File: src/rtl/sar_search_pkg.sv
// Shared definitions for the successive-approximation searcher: FSM states and flag legality.
// Pure declarations; no timing or flow-control behaviour of its own.
package sar_search_pkg;

   typedef enum logic [1:0] {
      IDLE   = 2'd0,
      STEP   = 2'd1,
      VERIFY = 2'd2,
      DONE   = 2'd3
   } state_t;

   // Flag vector order is {gt, eq, lt}; a healthy comparator asserts exactly one.
   localparam logic [2:0] FLAG_GT = 3'b100;
   localparam logic [2:0] FLAG_EQ = 3'b010;
   localparam logic [2:0] FLAG_LT = 3'b001;

   function automatic logic flags_valid(input logic [2:0] flags);
      return (flags == FLAG_GT) || (flags == FLAG_EQ) || (flags == FLAG_LT);
   endfunction

endpackage

File: src/rtl/sar_search_cmp8.sv
// Integration wrapper: sar_search paired with an 8-bit magnitude comparator (A = ext_val, B = probe).
// Latency as sar_search; start ignored while busy, no backpressure.
module sar_search_cmp8 #(
   parameter bit EARLY_EXIT = 1'b0
) (
   input  logic       clk,
   input  logic       rst,
   input  logic       start,
   input  logic [7:0] ext_val,
   output logic [7:0] probe,
   output logic       busy,
   output logic       done,
   output logic [7:0] result,
   output logic       found,
   output logic       err
);

   logic cmp_gt, cmp_eq, cmp_lt;

   assign cmp_gt = (ext_val > probe);
   assign cmp_eq = (ext_val == probe);
   assign cmp_lt = (ext_val < probe);

   sar_search #(
      .WIDTH      (8),
      .EARLY_EXIT (EARLY_EXIT)
   ) u_search (
      .clk    (clk),
      .rst    (rst),
      .start  (start),
      .cmp_gt (cmp_gt),
      .cmp_eq (cmp_eq),
      .cmp_lt (cmp_lt),
      .probe  (probe),
      .busy   (busy),
      .done   (done),
      .result (result),
      .found  (found),
      .err    (err)
   );

endmodule

File: src/rtl/sar_search.sv
// MSB-first successive-approximation search driving a comparator probe, one bit per cycle.
// Latency WIDTH+2 cycles start-to-done (less on early exit); start ignored while busy, no backpressure.
module sar_search
   import sar_search_pkg::*;
#(
   parameter int WIDTH      = 8,
   parameter bit EARLY_EXIT = 1'b0
) (
   input  logic             clk,
   input  logic             rst,
   input  logic             start,
   input  logic             cmp_gt,
   input  logic             cmp_eq,
   input  logic             cmp_lt,
   output logic [WIDTH-1:0] probe,
   output logic             busy,
   output logic             done,
   output logic [WIDTH-1:0] result,
   output logic             found,
   output logic             err
);

   localparam int IDXW = (WIDTH > 1) ? $clog2(WIDTH) : 1;

   state_t           state_q, state_d;
   logic [WIDTH-1:0] probe_q, probe_d;
   logic [WIDTH-1:0] acc_q, acc_d;
   logic [WIDTH-1:0] result_q, result_d;
   logic [IDXW-1:0]  idx_q, idx_d;
   logic             busy_q, busy_d;
   logic             done_q, done_d;
   logic             found_q, found_d;
   logic             err_q, err_d;

   logic             flags_ok;
   logic [WIDTH-1:0] new_acc;
   logic [IDXW-1:0]  idx_dec;
   logic [WIDTH-1:0] bit_mask;

   always_comb begin
      state_d  = state_q;
      probe_d  = probe_q;
      acc_d    = acc_q;
      result_d = result_q;
      idx_d    = idx_q;
      found_d  = found_q;
      err_d    = err_q;

      flags_ok = flags_valid({cmp_gt, cmp_eq, cmp_lt});
      // A trial at or below the hidden value keeps its bit.
      new_acc  = (cmp_gt | cmp_eq) ? probe_q : acc_q;
      idx_dec  = idx_q - IDXW'(1);
      bit_mask = WIDTH'(1) << idx_dec;

      unique case (state_q)
         IDLE, DONE: begin
            if (start) begin
               acc_d   = '0;
               idx_d   = IDXW'(WIDTH - 1);
               probe_d = {1'b1, {(WIDTH-1){1'b0}}};
               found_d = 1'b0;
               err_d   = 1'b0;
               state_d = STEP;
            end else if (state_q == DONE) begin
               state_d = IDLE;
            end
         end
         STEP: begin
            if (!flags_ok) begin
               err_d    = 1'b1;
               found_d  = 1'b0;
               result_d = acc_q;
               state_d  = DONE;
            end else begin
               acc_d = new_acc;
               if (EARLY_EXIT && cmp_eq) begin
                  result_d = probe_q;
                  found_d  = 1'b1;
                  state_d  = DONE;
               end else if (idx_q != '0) begin
                  idx_d   = idx_dec;
                  probe_d = new_acc | bit_mask;
               end else begin
                  probe_d = new_acc;
                  state_d = VERIFY;
               end
            end
         end
         VERIFY: begin
            result_d = acc_q;
            found_d  = flags_ok & cmp_eq;
            err_d    = ~flags_ok;
            state_d  = DONE;
         end
         default: state_d = IDLE;
      endcase

      busy_d = (state_d == STEP) || (state_d == VERIFY);
      done_d = (state_d == DONE);
   end

   always_ff @(posedge clk or posedge rst) begin
      if (rst) begin
         state_q  <= IDLE;
         probe_q  <= '0;
         acc_q    <= '0;
         result_q <= '0;
         idx_q    <= '0;
         busy_q   <= 1'b0;
         done_q   <= 1'b0;
         found_q  <= 1'b0;
         err_q    <= 1'b0;
      end else begin
         state_q  <= state_d;
         probe_q  <= probe_d;
         acc_q    <= acc_d;
         result_q <= result_d;
         idx_q    <= idx_d;
         busy_q   <= busy_d;
         done_q   <= done_d;
         found_q  <= found_d;
         err_q    <= err_d;
      end
   end

   assign probe  = probe_q;
   assign busy   = busy_q;
   assign done   = done_q;
   assign result = result_q;
   assign found  = found_q;
   assign err    = err_q;

endmodule
File: config.mk
export PLATFORM = sky130hd
export DESIGN_NAME = sar_search_cmp8
export DESIGN_NICKNAME = d
export VERILOG_FILES = /design/src/rtl/sar_search_pkg.sv /design/src/rtl/sar_search_cmp8.sv /design/src/rtl/sar_search.sv
export SDC_FILE = /design/constraint.sdc
export NUM_CORES = 1
export LEC_CHECK = 0
export ABC_CLOCK_PERIOD_IN_PS = 5600
export BUFFER_PORTS_ARGS = -buffer_cell sky130_fd_sc_hd__buf_4
export CELL_PAD_IN_SITES_DETAIL_PLACEMENT = 0
export CELL_PAD_IN_SITES_GLOBAL_PLACEMENT = 1
export CORE_AREA = 5 5 76 78
export DETAILED_ROUTE_END_ITERATION = 16
export DIE_AREA = 0 0 81 83
export MAX_ROUTING_LAYER = met4
export PLACE_DENSITY = 0.72
export REMOVE_ABC_BUFFERS = 1
export SYNTH_ARGS = -nofsm -noshare
export SYNTH_HDL_FRONTEND = slang
export SYNTH_SLANG_ARGS = --single-unit
File: constraint.sdc
create_clock -name clk -period 5.6 [get_ports clk]
set_clock_uncertainty 0.05 [all_clocks]
set_input_delay 0.84 -clock clk [delete_from_list [all_inputs] [get_ports clk]]
set_output_delay 0.84 -clock clk [all_outputs]
set_load 0.05 [all_outputs]
==> flow_summary.json <==
{
  "status": "finished, final reports clean",
  "routed_wl_um": 4320,
  "cts_setup_buffers": 0,
  "hp-class": "flip-flop to flip-flop",
  "insertion_delay_ns": 0.29,
  "synth_compound_gate_area_share_pct": 24.0,
  "io_buffers": 30,
  "ant_nets": 0,
  "grt_usage_pct": 14.2,
  "cts_max_level": 2,
  "final_nets": 228,
  "worst_pin_slew_ns": 0.564,
  "ys_ff_latch": 33,
  "leakagePower_nw": 1.13,
  "ys_warn_count": 0,
  "hpwl_um": 3320,
  "r2r-end": "u_search.acc_q[7]",
  "syn_inst": 166,
  "cts.sinks": 33,
  "numCtsBuffers": 5,
  "drtPass1Iterations": 4,
  "grt_pass1_wl_um": 7290,
  "multi_input_area_sq_um": 1020,
  "hold_start": "u_search.err",
  "synth_common_cells": "dfrtp_1, a32o_1, ha_1, inv_1, nand2_1",
  "period_minus_slack_ns": 2.63,
  "crit-reg2reg-launch": "u_search.probe[1]",
  "min_to": "u_search.err",
  "seq_area_frac_synth_pct": 42.8,
  "synthAdderAreaFrac_pct": 11.0,
  "setup_violations": 0,
  "fmax_ghz": 0.380,
  "drt_iter0_markers": 66,
  "instances_no_fill": 271,
  "initial_core_util_pct": 38.5,
  "period_share_pct": 47.0,
  "cts_tree": "built",
  "hold_violations": 0,
  "start_kind": "input pin",
  "core_region_area_sq_um": 5010,
  "wl_per_cell_um": 15.9,
  "dieArea_sq_um": 6720,
  "chipWidth_um": 81,
  "cts_root_buffer": "clkbuf_8",
  "avgViaCountPerCell": 5.38,
  "slew_viol_final": 0,
  "crit_path_end_kind": "flip-flop",
  "p_per_area_nw_per_um2": 531,
  "synth_top_area_share_pct": 42.8,
  "p_total_mw": 1.25,
  "overflow": 0,
  "syn_avg_cell_area_sq_um": 11.6,
  "grt_antenna_before_repair": 0,
  "synthToLayoutAreaGrowth_pct": 22.1,
  "hold_depth": 1,
  "n_fill_cell": 477,
  "syn_area_sq_um": 1930,
  "rr_worst_depth": 7,
  "synth_xor_area_share_pct": 0,
  "critPathArrivalTime_ns": 2.80,
  "tns_ns": 0,
  "critPathKind": "input pin to flip-flop",
  "cts_hold_buf": 0,
  "synth_top_family_by_area": "compound AO/OA/AOI/OAI gates",
  "grt_start_max_net_pins": 34,
  "synth.area.top_cells": "dfrtp_1, ha_1, a32o_1, mux2_2, inv_1",
  "crit_fanout": 8,
  "layout-drive-gt1-share_pct": 30.3,
  "num_rows": 26,
  "clock_path_buffers": 2,
  "fp.dieH_um": 83,
  "gp_congestion": 0.872,
  "seq_area_sq_um": 826,
  "cap_violations": 0,
  "grt_pass1_vias": 1504,
  "placed_cells": 263,
  "route.detailed.drc": 0,
  "yosys.area.top_type": "dfrtp_1",
  "num_io_pins": 31,
  "crit_required_ns": 5.77,
  "yosysUniqueCellTypes": 42,
  "num_vias": 1457,
  "synth-simple-area-share_pct": 11.9,
  "path_clk_slew_ns": 0.07,
  "diodes": 0,
  "synth-async-reset-ratio_pct": 100,
  "ys.flop_type": "dfrtp_1",
  "synthMuxAreaShare_pct": 5.77,
  "slew_headroom_pct": 62.3,
  "post_cts_resized": 0,
  "ir_drop_mv": 0.222,
  "synth_edf_count": 0,
  "rsz0062_at_grt": "no",
  "yosysMostFrequentCell": "dfrtp_1",
  "reg2reg_setup_slack_ns": 3.09
}
## stage by stage
stage	util, %	cell area (sq um)	setup WS, ns	hold slack, ns
after floorplan	-	1900	3.00	0.453
after global placement	44.4	2220	2.70	0.428
after detailed placement	44.4	2220	2.68	0.437
after CTS	47.1	2360	2.99	0.454
after global routing	47.1	2360	2.83	0.469
final	47.1	2360	2.97	0.444
## cell families (layout without fill, tap and decap cells)
logic type      after synthesis  in the layout
compound gates               48             48
fa+ha+maj                    17             17
buf+inv                      20             55
flops                        33             33
mux                          10             10
simple gates                 38             38
## sequential cells by signal, indices dropped and copies added, names as in the netlist
| signal | flops |
|---|---|
| u_search.probe | 8 |
| u_search.state_q | 2 |
| u_search.done | 1 |
| u_search.result | 8 |
| u_search.busy | 1 |
| u_search.acc_q | 8 |
| u_search.err | 1 |
| u_search.idx_q | 3 |
| u_search.found | 1 |
## power by group
| part | total (mW) | internal, mW | switching [mW] |
|---|---|---|---|
| combinational | 0.652 | 0.235 | 0.417 |
| sequential | 0.331 | 0.291 | 0.0407 |
| clock | 0.268 | 0.177 | 0.0908 |
| total | 1.25 | 0.703 | 0.549 |
## metal layers
layer  wire (um)  up-vias  global-route usage [%]
li1            -      696                       -
met1        1990      725                    18.0
met2        2070       29                    21.9
met3         174        7                    2.60
met4          87        0                    6.45
met5           0        -                       -
## critical path: stages
cell,delay [ns]
buf_4,0.11
ha_1,0.34
nor2b_1,0.22
nor2_1,0.11
a311oi_4,0.44
nor2b_1,0.54
a32o_1,0.21
## how the worst max path moves through the flow
| stage | slack [ns] | start | cells after the start | end |
|---|---|---|---|---|
| 6_report | 2.97 | ext_val[1] | 7 | u_search.acc_q[7] |
| 3_5_place_dp | 2.68 | ext_val[7] | 7 | u_search.result[4] |
| 4_1_cts | 2.99 | ext_val[7] | 7 | u_search.result[3] |
| 5_1_grt | 2.83 | ext_val[1] | 7 | u_search.acc_q[6] |
| 3_3_place_gp | 2.70 | ext_val[5] | 7 | u_search.result[3] |
| 2_1_floorplan | 3.00 | ext_val[0] | 7 | u_search.probe[7] |
## final cells by class
type | count | area share, %
sequential | 33 | 35.0
clock buffer | 5 | 2.92
tap | 70 | 3.72
multi-input combinational | 113 | 43.2
clock inverter | 3 | 2.76
timing repair buffer | 31 | 9.87
inverter | 16 | 2.55
## cells in the final DEF, fill, tap and decap left out, drive strengths merged, types with 2 or more instances in the layout
cell type	count
a21oi	4
nand2	10
nand4	2
o21ai	3
nand3	5
nor2b	4
nor2	10
dfrtp	33
a32o	18
clkbuf	5
inv	16
ha	17
a21o	3
bufinv	2
nor3	3
a22o	6
o21a	4
buf	31
mux2	9
o31a	2
Power figures use the tool's default switching activity.
